--- src/rtl/sb_config_loader_pkg.sv ---
// Shared types and constants for the switchbox configuration loader.
// The CRC helpers are used only when SB_CFG_READBACK_EN is defined.
package sb_config_loader_pkg;

    typedef enum logic [2:0] {
        IDLE   = 3'd0,
        LOAD   = 3'd1,
        SHIFT  = 3'd2,
        VERIFY = 3'd3,
        DONE   = 3'd4
    } sb_cfg_state_t;

    localparam logic [15:0] SB_CFG_CRC_POLY = 16'h1021;
    localparam logic [15:0] SB_CFG_CRC_SEED = 16'hFFFF;

    typedef logic [6:0] sb_program_data_t;

    localparam int NUM_FU_COLS   = 4;
    localparam int SB_PER_COL    = 8;
    // Each slice is its program register plus one output flop.
    localparam int SB_CFG_CHAIN_LEN = NUM_FU_COLS * SB_PER_COL * ($bits(sb_program_data_t) + 1);

    function automatic logic [15:0] crc16_step(input logic [15:0] crc, input logic bit_in);
        logic fb;
        fb = crc[15] ^ bit_in;
        return {crc[14:0], 1'b0} ^ (fb ? SB_CFG_CRC_POLY : 16'h0000);
    endfunction

endpackage

--- src/rtl/crc16_serial.sv ---
// Bit-serial CRC-16 accumulator; clear reloads the seed.
module crc16_serial
    import sb_config_loader_pkg::*;
(
    input  logic        clk,
    input  logic        rst,
    input  logic        clear,
    input  logic        en,
    input  logic        bit_in,
    output logic [15:0] crc_out
);

    always_ff @(posedge clk) begin
        if (rst || clear) begin
            crc_out <= SB_CFG_CRC_SEED;
        end else if (en) begin
            crc_out <= crc16_step(crc_out, bit_in);
        end
    end

endmodule

--- src/rtl/sb_config_loader.sv ---
// Serializes host words MSB-first into the switchbox scan chain.
// Define SB_CFG_READBACK_EN to add the recirculating CRC readback pass.
module sb_config_loader
    import sb_config_loader_pkg::*;
#(
    parameter int CHAIN_LEN = 256,
    parameter int WORD_W    = 32
) (
    input  logic              clk_i,
    input  logic              rst_i,
    input  logic              start_i,
    input  logic              word_valid_i,
    input  logic [WORD_W-1:0] word_data_i,
    output logic              word_ready_o,
    output logic              program_en_o,
    output logic              program_data_o,
    input  logic              chain_tail_i,
    output logic              busy_o,
    output logic              done_o,
    output logic              error_o
);

    localparam int NWORDS    = (CHAIN_LEN + WORD_W - 1) / WORD_W;
    localparam int LAST_BITS = CHAIN_LEN - (NWORDS - 1) * WORD_W;
    localparam int BIT_W     = $clog2(CHAIN_LEN + 1);
    localparam int WCNT_W    = $clog2(NWORDS + 1);

    localparam logic [BIT_W-1:0]  FULL_M1   = BIT_W'(WORD_W - 1);
    localparam logic [BIT_W-1:0]  LAST_M1   = BIT_W'(LAST_BITS - 1);
    localparam logic [WCNT_W-1:0] LAST_WORD = WCNT_W'(NWORDS - 1);
    localparam logic [WCNT_W-1:0] ALL_WORDS = WCNT_W'(NWORDS);

    sb_cfg_state_t     state_q, state_d;
    logic [BIT_W-1:0]  bit_cnt_q, bit_cnt_d;
    logic [WCNT_W-1:0] word_cnt_q, word_cnt_d;
    logic [WORD_W-1:0] shreg_q, shreg_d;
    logic              bit_tc;

    assign bit_tc = (bit_cnt_q == '0);
    assign busy_o = (state_q != IDLE);

`ifdef SB_CFG_READBACK_EN
    localparam logic [BIT_W-1:0] CHAIN_M1 = BIT_W'(CHAIN_LEN - 1);

    logic [15:0] crc_wr, crc_rd;
    logic        crc_clear;
    logic        error_q, error_d;

    assign crc_clear = (state_q == IDLE) && start_i;
    assign error_o   = error_q;

    // One accumulator sees the driven stream, the other the recirculated tail.
    crc16_serial u_crc_wr (
        .clk     (clk_i),
        .rst     (rst_i),
        .clear   (crc_clear),
        .en      (state_q == SHIFT),
        .bit_in  (program_data_o),
        .crc_out (crc_wr)
    );

    crc16_serial u_crc_rd (
        .clk     (clk_i),
        .rst     (rst_i),
        .clear   (crc_clear),
        .en      (state_q == VERIFY),
        .bit_in  (chain_tail_i),
        .crc_out (crc_rd)
    );
`else
    logic unused_tail;
    assign unused_tail = chain_tail_i;
    assign error_o     = 1'b0;
`endif

    always_comb begin
        state_d        = state_q;
        bit_cnt_d      = bit_cnt_q;
        word_cnt_d     = word_cnt_q;
        shreg_d        = shreg_q;
        word_ready_o   = 1'b0;
        program_en_o   = 1'b0;
        program_data_o = 1'b0;
        done_o         = 1'b0;
`ifdef SB_CFG_READBACK_EN
        error_d        = error_q;
`endif
        case (state_q)
            IDLE: begin
                if (start_i) begin
                    state_d    = LOAD;
                    bit_cnt_d  = '0;
                    word_cnt_d = '0;
`ifdef SB_CFG_READBACK_EN
                    error_d    = 1'b0;
`endif
                end
            end
            LOAD: begin
                word_ready_o = 1'b1;
                if (word_valid_i) begin
                    shreg_d    = word_data_i;
                    bit_cnt_d  = (word_cnt_q == LAST_WORD) ? LAST_M1 : FULL_M1;
                    word_cnt_d = word_cnt_q + 1'b1;
                    state_d    = SHIFT;
                end
            end
            SHIFT: begin
                program_en_o   = 1'b1;
                program_data_o = shreg_q[WORD_W-1];
                shreg_d        = shreg_q << 1;
                if (!bit_tc) begin
                    bit_cnt_d = bit_cnt_q - 1'b1;
                end else if (word_cnt_q != ALL_WORDS) begin
                    state_d = LOAD;
                end else begin
`ifdef SB_CFG_READBACK_EN
                    state_d   = VERIFY;
                    bit_cnt_d = CHAIN_M1;
`else
                    state_d   = DONE;
`endif
                end
            end
`ifdef SB_CFG_READBACK_EN
            VERIFY: begin
                program_en_o   = 1'b1;
                program_data_o = chain_tail_i;
                if (bit_tc) begin
                    state_d = DONE;
                    // Fold in the final tail bit so error lands with done.
                    error_d = (crc16_step(crc_rd, chain_tail_i) != crc_wr);
                end else begin
                    bit_cnt_d = bit_cnt_q - 1'b1;
                end
            end
`endif
            DONE: begin
                done_o  = 1'b1;
                state_d = IDLE;
            end
            default: state_d = IDLE;
        endcase
    end

    always_ff @(posedge clk_i) begin
        if (rst_i) begin
            state_q    <= IDLE;
            bit_cnt_q  <= '0;
            word_cnt_q <= '0;
            shreg_q    <= '0;
`ifdef SB_CFG_READBACK_EN
            error_q    <= 1'b0;
`endif
        end else begin
            state_q    <= state_d;
            bit_cnt_q  <= bit_cnt_d;
            word_cnt_q <= word_cnt_d;
            shreg_q    <= shreg_d;
`ifdef SB_CFG_READBACK_EN
            error_q    <= error_d;
`endif
        end
    end

endmodule

--- config.mk ---
export PLATFORM = sky130hd
export DESIGN_NAME = sb_config_loader
export DESIGN_NICKNAME = d
export VERILOG_FILES = /design/src/rtl/sb_config_loader_pkg.sv /design/src/rtl/crc16_serial.sv /design/src/rtl/sb_config_loader.sv
export SDC_FILE = /design/constraint.sdc
export NUM_CORES = 1
export LEC_CHECK = 0
export CORE_ASPECT_RATIO = 0.8
export CORE_UTILIZATION = 51
export DETAILED_ROUTE_END_ITERATION = 16
export PLACE_DENSITY = 0.85
export SKIP_LAST_GASP = 1
export SLEW_MARGIN = 20
export SYNTH_ARGS = -nofsm -noshare
export SYNTH_HDL_FRONTEND = slang
export SYNTH_SLANG_ARGS = --single-unit
--- constraint.sdc ---
create_clock -name clk_i -period 1.9 [get_ports clk_i]
set_input_delay 0.38 -clock clk_i [delete_from_list [all_inputs] [get_ports clk_i]]
set_output_delay 0.38 -clock clk_i [all_outputs]
set_load 0.01 [all_outputs]
# [After elaboration in Yosys (flattened, before gate mapping)]
# Index checks and enable logic that the tools add are counted.
[op_classes] div=0 eq_ne=8 n_mux=18 order_cmp=0 bitwise_logic=0 shift=0 addsub=2 reduce_logical=10 n_mul=0
[ops] cell="$pmux W32 S2" count=1
[ops] cell="$mux W32" count=1
[ops] cell="$mux W9" count=3
[ops] cell="$pmux W9 S3" count=1
[ops] cell="$mux W3" count=4
[ops] cell="$logic_not A9 Y1" count=1
[ops] cell="$pmux W3 S3" count=1
[ops] cell="$sub A9 B1 Y9 const B" count=1
[ops] cell="$mux W4" count=2
[ops] cell="$ne A2 B2 Y1 const B" count=4
[ops] cell="$pmux W4 S2" count=1
[ops] cell="$reduce_and A3 Y1" count=2
[ops] cell="$reduce_bool A3 Y1" count=2
[ops] cell="$add A4 B1 Y4 const B" count=1
[ops] cell="$mux W1" count=4
[ops] cell="$ne A4 B4 Y1 const B" count=1
[ops] cell="$reduce_and A4 Y1" count=1
[ops] cell="$reduce_bool A2 Y1" count=2
[ops] cell="$eq A3 B1 Y1 const B" count=1
[ops] cell="$eq A3 B2 Y1 const B" count=1
[ops] cell="$eq A3 B3 Y1 const B" count=1
[ops] cell="$logic_not A3 Y1" count=1
[ops] cell="$reduce_and A2 Y1" count=1
[word_totals] ram_bits=0 word_cells=42 inputBits=37 out_inout_bits=6 regBits=48 latch_bits=0 mem_bits_ro=0 mem_count=0

# [Logic depth before layout (Yosys ltp)]
# Gate-level depths: netlist of the first run.
[logic_depth] depth_word=4 depth_mapped=8 depth_no_buf=6

# [Worst setup path before layout of the first run]
# Ideal clock, no wire load.
[synth_path] path_type="flip-flop to output port" start="register state_q[0]" end="output program_data_o" required_time_ns=1.520 path_slack_ns=0.208 arrival_time_ns=1.312 path_stages_with_launch=7 cell_sequence="dfxtp_1 -> buf_6 -> or3b_1 -> buf_6 -> inv_1 -> buf_4 -> and2_1"
[synth_between] elab_chain_cells=2
[synth_lines] item="from (decl)" line_no="sb_config_loader.sv:33" text="sb_cfg_state_t state_q, state_d;"
[synth_lines] item="from (signal assigned)" line_no="sb_config_loader.sv:156" text="state_q <= state_d;"
[synth_lines] item="$eq A3 B2 Y1" line_no="sb_config_loader.sv:88" text="case (state_q)"
[synth_lines] item="$mux W1" line_no="sb_config_loader.sv:88"
[synth_lines] item="to (decl)" line_no="sb_config_loader.sv:16" text="output logic program_data_o,"
# Every way passes these cells.

# [Worst setup path in the final report of the first run]
[layout_path] start="register state_q[2]" end="output program_en_o"
[layout_between] elab_chain_cells=2
[layout_lines] item="$eq A3 B2 Y1" line_no="sb_config_loader.sv:88"
[layout_lines] item="$mux W1" line_no="sb_config_loader.sv:88"
[layout_lines] item="to (decl)" line_no="sb_config_loader.sv:15" text="output logic program_en_o,"
# Every way passes these cells.

==> results.json, run 1 <==
{
  "std_cell_rows": 21,
  "power_switching_uw": 1700,
  "nFillCells": 371,
  "cts_tree": "done",
  "setup_viol_count_final": 0,
  "p_seq_share_pct": 36.9,
  "coreArea_um2": 4230,
  "portBuffers": 40,
  "status": "complete, no violations",
  "p_clk_share_pct": 17.7,
  "track_usage_pct": 23.4,
  "slew_headroom_pct": 64.0,
  "drt_first_iter_violations": 140,
  "crit_type": "register to output port",
  "holdPathStages": 2,
  "grt_pass1_vias": 1987,
  "cap_viol_max_count": 0,
  "synthMuxAreaShare_pct": 2.25,
  "totalWireLength_um": 5490,
  "syn2layout_area_growth_pct": 28.6,
  "synthTopCellsByArea": "dfxtp_1 42%, nor2_1 14%, nor4_1 7.4%, a21oi_1 2.6%, ha_1 2.2%",
  "syn_area_um2": 2280,
  "dieArea_um2": 4740,
  "final_util_pct": 69.2,
  "start_util_pct": 53.8,
  "cts-htree-levels": 2,
  "wl_per_cell_um": 14.0,
  "ir_worst_vdd_uv": 760,
  "die_h_um": 61.8,
  "synth_xor_xnor_area_share_pct": 0.770,
  "ys.flop_type": "dfxtp_1",
  "min_path_type": "register to register",
  "post_synth_and_or_nand_nor_area_fraction_pct": 33.4,
  "arrival_ps": 1490,
  "worst_r2r_path_depth": 5,
  "final.min_clock_period_ps": 1870,
  "ys_warn_count": 0,
  "synth-compound-area-share_pct": 13.1,
  "worst_pin_slew_ps": 539,
  "clkTransAtPathRegs_ps": 90,
  "dp_slack_ps": -109,
  "power.density_nw_per_um2": 1500,
  "dieWidth_um": 76.7,
  "async_reset_ff_share_pct": 0,
  "finalCritPeriodShare_pct": 98.3,
  "fin_worst_skew_ps": 7.47,
  "vias_per_cell": 5.68,
  "clk-insertion-delay-late_ps": 300,
  "max_freq_mhz": 536,
  "cts_hold_buf": 0,
  "rsz0062_at_grt": "true",
  "switching_share_pct": 38.7,
  "hold_viol": 0,
  "grt_antenna_before_repair": 0,
  "cts_buffers": 5,
  "root_buffer": "clkbuf_8",
  "synth_nets": 325,
  "syn_inst": 284,
  "intPower_uw": 2700,
  "finalSetupTns_ps": 0,
  "fin_ws_ps": 32.6,
  "min-delay-start": "shreg_q[2]$_SDFFE_PP0P_",
  "post-cts-setup-buffers": 0,
  "cp-end-kind": "output port",
  "antenna_cells": 0,
  "leakage_uw": 0.00121,
  "yosys.area.top_type": "dfxtp_1",
  "path_max_fanout": 3,
  "r2r-start": "state_q[2]$_SDFFE_PP0P_",
  "vias": 2227,
  "synthAdderAreaFrac_pct": 2.20,
  "r2r-end": "bit_cnt_q[5]$_SDFFE_PP0P_",
  "dr.pass1.iters": 4,
  "netlist.area_leader.share_pct": 42.2,
  "yosysSeqAreaShare_pct": 42.2,
  "avgSynthCellArea_um2": 8.01,
  "boundaryPins": 43,
  "synth-edff-count": 0,
  "drive_above_1_share_pct": 12.8,
  "finalNetCount": 375,
  "holdPathEnd": "shreg_q[2]$_SDFFE_PP0P_",
  "worst-endpoint-required_ps": 1520,
  "power.total_uw": 4400,
  "ys_ff_latch": 48,
  "dpl.hpwl_um": 3730,
  "yosysUniqueCellTypes": 46,
  "post-route-drc-count": 0,
  "grt_max_degree": 37,
  "drtAntennaViolNets": 0,
  "slew_violations": 0,
  "clockBufferDepth": 2,
  "combPwrFrac_pct": 45.4,
  "cp-start-kind": "register",
  "cts.sinks": 48,
  "gr-total-overflow": 0,
  "r2r_slack_ps": 130,
  "synth_top_family_by_area": "simple AND/OR/NAND/NOR gates",
  "place_congestion": 0.784,
  "grt_pass1_wl_um": 8740
}
[worst max-delay path, cell delays in order (launching register included)]
cell	delay, ps
dfxtp_1	320
or3b_4	400
inv_2	90
buf_4	120
dlygate4sd2_1	260
[routing by layer]
| metal | up-vias | GRT usage, % | share of wire, % |
|---|---|---|---|
| li1 | 1090 | - | - |
| met1 | 1048 | 31.0 | 47 |
| met2 | 80 | 39.8 | 46 |
| met3 | 9 | 4.23 | 6.2 |
| met4 | 0 | 7.42 | 1.3 |
| met5 | - | 0 | 0 |
[worst max-delay path by stage]
stage | startpoint | end | slack, ps | cells after the start
final | state_q[2]$_SDFFE_PP0P_ | program_en_o | 30 | 4
after global routing | state_q[2]$_SDFFE_PP0P_ | busy_o | -0.4 | 3
after CTS | state_q[2]$_SDFFE_PP0P_ | word_ready_o | -30 | 4
after detailed placement | word_valid_i | bit_cnt_q[1]$_SDFFE_PP0P_ | -110 | 5
after global placement | word_valid_i | bit_cnt_q[6]$_SDFFE_PP0P_ | -40 | 5
after floorplan | state_q[0]$_SDFFE_PP0P_ | program_data_o | 210 | 6
[cells in the final DEF (no fill, tap or decap), types with 3 or more instances in the layout]
cell type and n:
a211oi_1 3, buf_4 23, nand2b_1 4, nand3_1 5
nor2_1 84, o21ai_0 4, mux2i_1 4, clkdlybuf4s50_1 35
nor4_1 27, a311oi_1 3, dfxtp_1 48, a22oi_1 5
clkbuf_8 6, a221oi_1 3, dlygate4sd2_1 3, nand3b_1 3
a21oi_1 12, inv_1 7, nand2_1 13, ha_1 4
[cells by family after synthesis]
group,count (synthesis)
compound gates,42
xor+xnor,2
fa+ha+maj,4
buf+inv,28
flops,48
mux,5
other cells,1
simple gates,154
[final cells by class]
type | count | area (um2) | share of cell area (%)
multi-input combinational | 208 | 1180 | 40.4
sequential | 48 | 961 | 32.8
timing repair buffer | 63 | 559 | 19.1
clock buffer | 6 | 82.6 | 2.82
tap | 57 | 71.3 | 2.44
clock inverter | 2 | 38.8 | 1.33
inverter | 8 | 30.0 | 1.03
[registers in the layout (all words and copies together) (netlist names)]
register	count
bit_cnt_q	9
shreg_q	32
state_q	3
word_cnt_q	4
[Yosys cell counts (all sizes together), types with 2 or more instances]
master and count:
a22oi 5, nand3 5, o21ai 4, nor2 84, a21oi 13, dfxtp 48, or4 2, or3b 2
nor4 28, a31o 2, inv 8, nand2 14, nor3b 2, mux2i 4, a211oi 4, and2 2
nor4b 2, xor2 2, and3 2, clkbuf 9, o22ai 2, o211ai 2, a221oi 3, ha 4
a311oi 3, buf 11, nand3b 3, nand2b 4
[per-stage QoR]
stage               hold slack (ps)  std cells  cell area, um2
floorplan                       437        284            2280
CTS                             467        392            2930
finish                          463        392            2930
global route                    483        392            2930
detailed placement              455        384            2820
global placement                445        384            2820
[power by group through the flow]
| stage | Clock, uW | Sequential, uW | Combinational [uW] |
|---|---|---|---|
| 2_1_floorplan | 0 | 1570 | 1370 |
| 3_3_place_gp | 0 | 1620 | 1900 |
| 3_5_place_dp | 0 | 1630 | 1970 |
| 4_1_cts | 790 | 1620 | 1980 |
| 5_1_grt | 824 | 1660 | 2210 |
| 6_report | 779 | 1630 | 2000 |
[what timing repair did]
action                                  in CTS  in global routing
resized for setup                            6                  5
endpoints found under the setup margin       5                  3
pin swaps                                    0                  0
Note: power is estimated with default switching activity, not from simulation.
==> inputs of run 2 (changes only) <==
--- a/config.mk
+++ b/config.mk
@@ -5,10 +5,13 @@
 export SDC_FILE = /design/constraint.sdc
 export NUM_CORES = 1
 export LEC_CHECK = 0
+export ABC_AREA = 1
+export CAP_MARGIN = 0
 export CORE_ASPECT_RATIO = 0.8
-export CORE_UTILIZATION = 51
+export CORE_MARGIN = 2
+export CORE_UTILIZATION = 52
 export DETAILED_ROUTE_END_ITERATION = 16
-export PLACE_DENSITY = 0.85
+export PLACE_DENSITY = 0.86
 export SKIP_LAST_GASP = 1
 export SLEW_MARGIN = 20
 export SYNTH_ARGS = -nofsm -noshare
==> results.json, run 2 <==
{
  "status": "complete, no violations",
  "portBuffers": 40,
  "post-route-drc-count": 0,
  "power.total_uw": 3780,
  "netlist.area_leader.share_pct": 40.8,
  "power.density_nw_per_um2": 1290,
  "crit_type": "register to output port",
  "die_h_um": 64.2,
  "vias": 2149,
  "antenna_cells": 0,
  "endpoint": "busy_o",
  "ys.flop_type": "dfxtp_1",
  "dpl.hpwl_um": 3640,
  "vias_per_cell": 5.37,
  "syn_inst": 303,
  "syn2layout_area_growth_pct": 24.2,
  "cts-htree-levels": 2,
  "root_buffer": "clkbuf_8",
  "hold_viol": 0,
  "gr-total-overflow": 0,
  "async_reset_ff_share_pct": 0,
  "final.min_clock_period_ps": 1880,
  "yosysSeqAreaShare_pct": 40.8,
  "track_usage_pct": 22.0,
  "yosys.area.top_type": "dfxtp_1",
  "cts_buffers": 5,
  "r2r_slack_ps": 420,
  "holdPathStages": 2,
  "cts.sinks": 48,
  "clockBufferDepth": 2,
  "setup_viol_count_final": 0,
  "synth.most_common_cell": "nor2_1",
  "largestRegisters": "shreg_q x32, bit_cnt_q x9, word_cnt_q x4",
  "slowest_stage": "clkdlybuf4s50_1",
  "layout_common_cells": "79 x nor2_1, 47 x dfxtp_1, 39 x nand2_1",
  "synth_common_cells": "79 x nor2_1, 48 x dfxtp_1, 39 x nand2_1",
  "dieArea_um2": 5090,
  "rsz0062_at_grt": "true",
  "worst-endpoint-required_ps": 1520,
  "arrival_ps": 1500,
  "drtAntennaViolNets": 0,
  "hold_ws_ps": 487,
  "cp-start-kind": "register",
  "max_stage_delay_ps": 530,
  "ys_ff_latch": 48,
  "cts_hold_buf": 0,
  "synthTopCellsByArea": "dfxtp_1 41%, nor2_1 13%, o221ai_2 6.4%, nand2_1 6.2%, o221ai_1 6.0%",
  "start_util_pct": 55.3,
  "clkTransAtPathRegs_ps": 80,
  "final_util_pct": 68.7,
  "grt_max_degree": 40,
  "combPwrFrac_pct": 38.8,
  "fin_worst_skew_ps": 3.55,
  "ys_warn_count": 0,
  "syn_area_um2": 2350,
  "clk-insertion-delay-late_ps": 300,
  "cp_cell_sequence": "nor2_4, buf_4, nand2_1, clkdlybuf4s50_1",
  "layout_commonest_cell": "nor2_1",
  "grt_pass1_wl_um": 8980,
  "yosysUniqueCellTypes": 29,
  "critPathLaunch": "state_q[1]$_SDFFE_PP0P_",
  "grt_pass1_vias": 2055,
  "switching_share_pct": 37.2,
  "p_clk_share_pct": 22.4,
  "ir_worst_vdd_uv": 590,
  "regMostFlops": "shreg_q",
  "synth-edff-count": 0,
  "power_switching_uw": 1410,
  "avgSynthCellArea_um2": 7.77,
  "r2r-start": "state_q[0]$_SDFFE_PP0P_",
  "dieWidth_um": 79.2,
  "finalNetCount": 384,
  "r2r-end": "shreg_q[18]$_SDFFE_PP0P_",
  "cp-end-kind": "output port",
  "largest_reg_flops": 32,
  "min_path_type": "register to register",
  "drt_first_iter_violations": 75,
  "leakage_uw": 0.00123,
  "worst_r2r_path_depth": 7,
  "coreArea_um2": 4260,
  "wl_per_cell_um": 12.9,
  "boundaryPins": 43,
  "cap_viol_max_count": 0,
  "drive_above_1_share_pct": 11.7,
  "slew_violations": 0,
  "dr.pass1.iters": 4,
  "totalWireLength_um": 5150,
  "cts_tree": "done",
  "std_cell_rows": 21,
  "finalCritPeriodShare_pct": 98.9,
  "synth_nets": 344,
  "place_congestion": 0.817,
  "max_freq_mhz": 532,
  "finalSetupTns_ps": 0,
  "path_max_fanout": 4,
  "intPower_uw": 2380,
  "grt_antenna_before_repair": 0,
  "p_seq_share_pct": 38.8
}
[run 2: cell types whose count changed in the layout (fill, tap and decap cells not counted), sizes merged, moves of 6 or more]
cell,delta
nor3,+7
a21oi,-6
o221ai,+26
buf,-15
nand3,+8
nor4,-28
inv,+19
o21ai,+12
nand2,+32
[run 2: area by class of cell]
| class | count | area, um2 |
|---|---|---|
| Multi-Input combinational cell | 213 | 1180 |
| Tap cell | 57 | 71.3 |
| Inverter | 27 | 106 |
| Clock buffer | 5 | 68.8 |
| Clock inverter | 2 | 60.1 |
| Sequential cell | 48 | 962 |
| Fill cell | 349 | 1330 |
| Timing Repair Buffer | 48 | 475 |
[run 2: worst max-delay path, delay by kind of cell (launching register included)]
kind                   cells  cell delay (ps)
buffers and inverters      2              670
and+or+nand+nor            2              140
DFF                        1              390
[run 2: routing by layer]
| metal | routed length (um) | vias to the layer above | track usage (%) |
|---|---|---|---|
| met3 | 180 | 7 | 3.53 |
| li1 | - | 1099 | - |
| met5 | 0 | - | 0 |
| met4 | 72 | 0 | 8.19 |
| met1 | 2410 | 1004 | 27.8 |
| met2 | 2490 | 39 | 37.8 |
[run 2: what timing repair did]
item,CTS,global route
pin swaps,1,0
gates resized for setup,2,3
endpoints found under the setup margin,3,3
buffers inserted,1,0
[run 2: power groups by stage]
stage / combinational, uW / sequential [uW] / clock (uW)
floorplan: 1140 / 1440 / 0
global placement: 1390 / 1470 / 0
detailed placement: 1450 / 1490 / 0
CTS: 1470 / 1470 / 858
global route: 1690 / 1510 / 903
finish: 1470 / 1470 / 846
[run 2: worst min-delay path by stage]
stage | start | to
final | shreg_q[4]$_SDFFE_PP0P_ | shreg_q[5]$_SDFFE_PP0P_
after floorplan | rst_i | bit_cnt_q[5]$_SDFFE_PP0P_
after global placement | shreg_q[2]$_SDFFE_PP0P_ | shreg_q[3]$_SDFFE_PP0P_
after global routing | shreg_q[3]$_SDFFE_PP0P_ | shreg_q[4]$_SDFFE_PP0P_
after CTS | shreg_q[3]$_SDFFE_PP0P_ | shreg_q[4]$_SDFFE_PP0P_
after detailed placement | shreg_q[3]$_SDFFE_PP0P_ | shreg_q[4]$_SDFFE_PP0P_
[run 2: cells by family after synthesis]
| family | share of synthesized area, % |
|---|---|
| and+or+nand+nor | 28.6 |
| AOI/OAI and AO/OA | 18.9 |
| DFF | 40.8 |
| buffers and inverters | 9.09 |
| adders and majority gates | 2.13 |
| xor gates and xnor gates | 0.372 |
| other | 0.159 |
[run 2: per-stage QoR]
step | area (um2) | worst slack [ps] | instances
floorplan | 2350 | 584 | 303
global placement | 2780 | 234 | 392
detailed placement | 2780 | 193 | 392
CTS | 2920 | -61.8 | 400
global route | 2920 | -44.5 | 400
finish | 2920 | 20.6 | 400
==> inputs of run 3 (changes only) <==
--- a/config.mk
+++ b/config.mk
@@ -11,8 +11,7 @@
 export CORE_MARGIN = 2
 export CORE_UTILIZATION = 52
 export DETAILED_ROUTE_END_ITERATION = 16
-export PLACE_DENSITY = 0.86
-export SKIP_LAST_GASP = 1
+export PLACE_DENSITY = 0.84
 export SLEW_MARGIN = 20
 export SYNTH_ARGS = -nofsm -noshare
 export SYNTH_HDL_FRONTEND = slang
==> results.json, run 3 (same netlist as run 2, synthesis figures left out) <==
{
  "grt-busiest-layer": "met2",
  "r2r_slack_ps": 170,
  "dieWidth_um": 79.2,
  "largest_reg_flops": 32,
  "critPathLaunch": "state_q[0]$_SDFFE_PP0P_",
  "status": "complete, no violations",
  "cts.sinks": 48,
  "cts_tree": "done",
  "arrival_ps": 1920,
  "wl_per_cell_um": 12.8,
  "gr-total-overflow": 0,
  "final.min_clock_period_ps": 1730,
  "antenna_cells": 0,
  "ir_worst_vdd_uv": 501,
  "clk-insertion-delay-late_ps": 310,
  "min_path_type": "register to register",
  "gr-usage-met2_pct": 35.8,
  "vias_per_cell": 5.35,
  "layout_common_cells": "79 x nor2_1, 47 x dfxtp_1, 39 x nand2_1",
  "cts-htree-levels": 2,
  "rsz0062_at_grt": "false",
  "coreArea_um2": 4260,
  "dpl.hpwl_um": 3450,
  "worst_r2r_path_depth": 6,
  "layout_commonest_cell": "nor2_1",
  "place_congestion": 0.901,
  "grt_pass1_wl_um": 8690,
  "fin_ws_ps": 170,
  "power.total_uw": 3570,
  "power.density_nw_per_um2": 1240,
  "hold_ws_ps": 477,
  "dieArea_um2": 5090,
  "drt_first_iter_violations": 110,
  "endpoint": "shreg_q[5]$_SDFFE_PP0P_",
  "start_util_pct": 55.3,
  "finalSetupTns_ps": 0,
  "leakage_uw": 0.00121,
  "path_max_fanout": 36,
  "cp-start-kind": "register",
  "root_buffer": "clkbuf_8",
  "grt_pass1_vias": 1963,
  "grt_antenna_before_repair": 0,
  "finalCritPeriodShare_pct": 91.1,
  "clockBufferDepth": 2,
  "boundaryPins": 43,
  "cap_viol_max_count": 0,
  "regMostFlops": "shreg_q",
  "die_h_um": 64.2,
  "worst-endpoint-required_ps": 2090,
  "hold_viol": 0,
  "cp-end-kind": "register",
  "vias": 2138,
  "max_freq_mhz": 578,
  "largestRegisters": "shreg_q x32, bit_cnt_q x9, word_cnt_q x4",
  "cts_buffers": 5,
  "globalRouteMet1Util_pct": 27.5,
  "setup_viol_count_final": 0,
  "fin_worst_skew_ps": 8.53,
  "post-route-drc-count": 0,
  "grt_use_met3_pct": 4.52,
  "grt_max_degree": 40,
  "r2r-end": "shreg_q[5]$_SDFFE_PP0P_",
  "portBuffers": 40,
  "drtAntennaViolNets": 0,
  "crit_type": "register to register",
  "dp_slack_ps": 146,
  "totalWireLength_um": 5140,
  "clkTransAtPathRegs_ps": 100,
  "syn2layout_area_growth_pct": 22.6,
  "r2r-start": "state_q[0]$_SDFFE_PP0P_",
  "final_util_pct": 67.8,
  "std_cell_rows": 21,
  "dr.pass1.iters": 4,
  "slew_violations": 0,
  "drive_above_1_share_pct": 11.7,
  "track_usage_pct": 21.6,
  "finalNetCount": 383
}
[run 3: cell count changes in the layout (fill, tap and decap cells not counted), sizes merged]
cell           previous run  this run
clkbuf                    5         6
buf                       8         7
clkinvlp                  0         2
bufinv                    2         0
clkdlybuf4s50            36        35
dlygate4sd2               2         3
[run 3: layout make-up]
type / instances / area, um2
Sequential cell: 48 / 965
Timing Repair Buffer: 47 / 467
Multi-Input combinational cell: 213 / 1180
Clock inverter: 2 / 15.0
Fill cell: 356 / 1370
Clock buffer: 6 / 82.6
Tap cell: 57 / 71.3
Inverter: 27 / 106
[run 3: critical path, stage by stage, from the launching register on]
cell and delay [ps]:
dfxtp_1 430, inv_2 100, nand3_4 120, buf_4 330, nand2_4 280, o21ai_0 260
a31oi_1 70
[run 3: power by group]
group	internal, uW	switching (uW)	leakage [uW]
sequential	1280	190	0.000395
combinational	558	877	0.000770
clock	295	366	0.0000434
total	2140	1430	0.00121
[run 3: metal layers]
layer	up-vias	wire length [um]	part of all wire, %
li1	1100	-	-
met1	983	2390	47
met2	47	2390	47
met3	8	253	4.9
met4	0	102	2.0
met5	-	0	0
[run 3: repair_timing]
action	in CTS	in global routing
pin swaps	1	0
hold buffers	0	0
setup endpoints to repair	3	2
setup buffers	2	0
endpoints found under the hold margin	0	0
resized for setup	5	2
[run 3: how the worst min path moves through the flow]
stage	from	end	slack, ps	cells past startpoint
after floorplan	rst_i	bit_cnt_q[5]$_SDFFE_PP0P_	450	1
after global placement	shreg_q[2]$_SDFFE_PP0P_	shreg_q[3]$_SDFFE_PP0P_	460	2
after detailed placement	shreg_q[3]$_SDFFE_PP0P_	shreg_q[4]$_SDFFE_PP0P_	460	2
after CTS	shreg_q[3]$_SDFFE_PP0P_	shreg_q[4]$_SDFFE_PP0P_	480	2
after global routing	shreg_q[2]$_SDFFE_PP0P_	shreg_q[3]$_SDFFE_PP0P_	510	2
final	shreg_q[3]$_SDFFE_PP0P_	shreg_q[4]$_SDFFE_PP0P_	480	2
[run 3: metrics by stage]
| stage | cell area [um2] | instances |
|---|---|---|
| after CTS | 2880 | 400 |
| after detailed placement | 2770 | 390 |
| after global placement | 2770 | 390 |
| after floorplan | 2350 | 303 |
| final | 2890 | 400 |
| after global routing | 2890 | 400 |
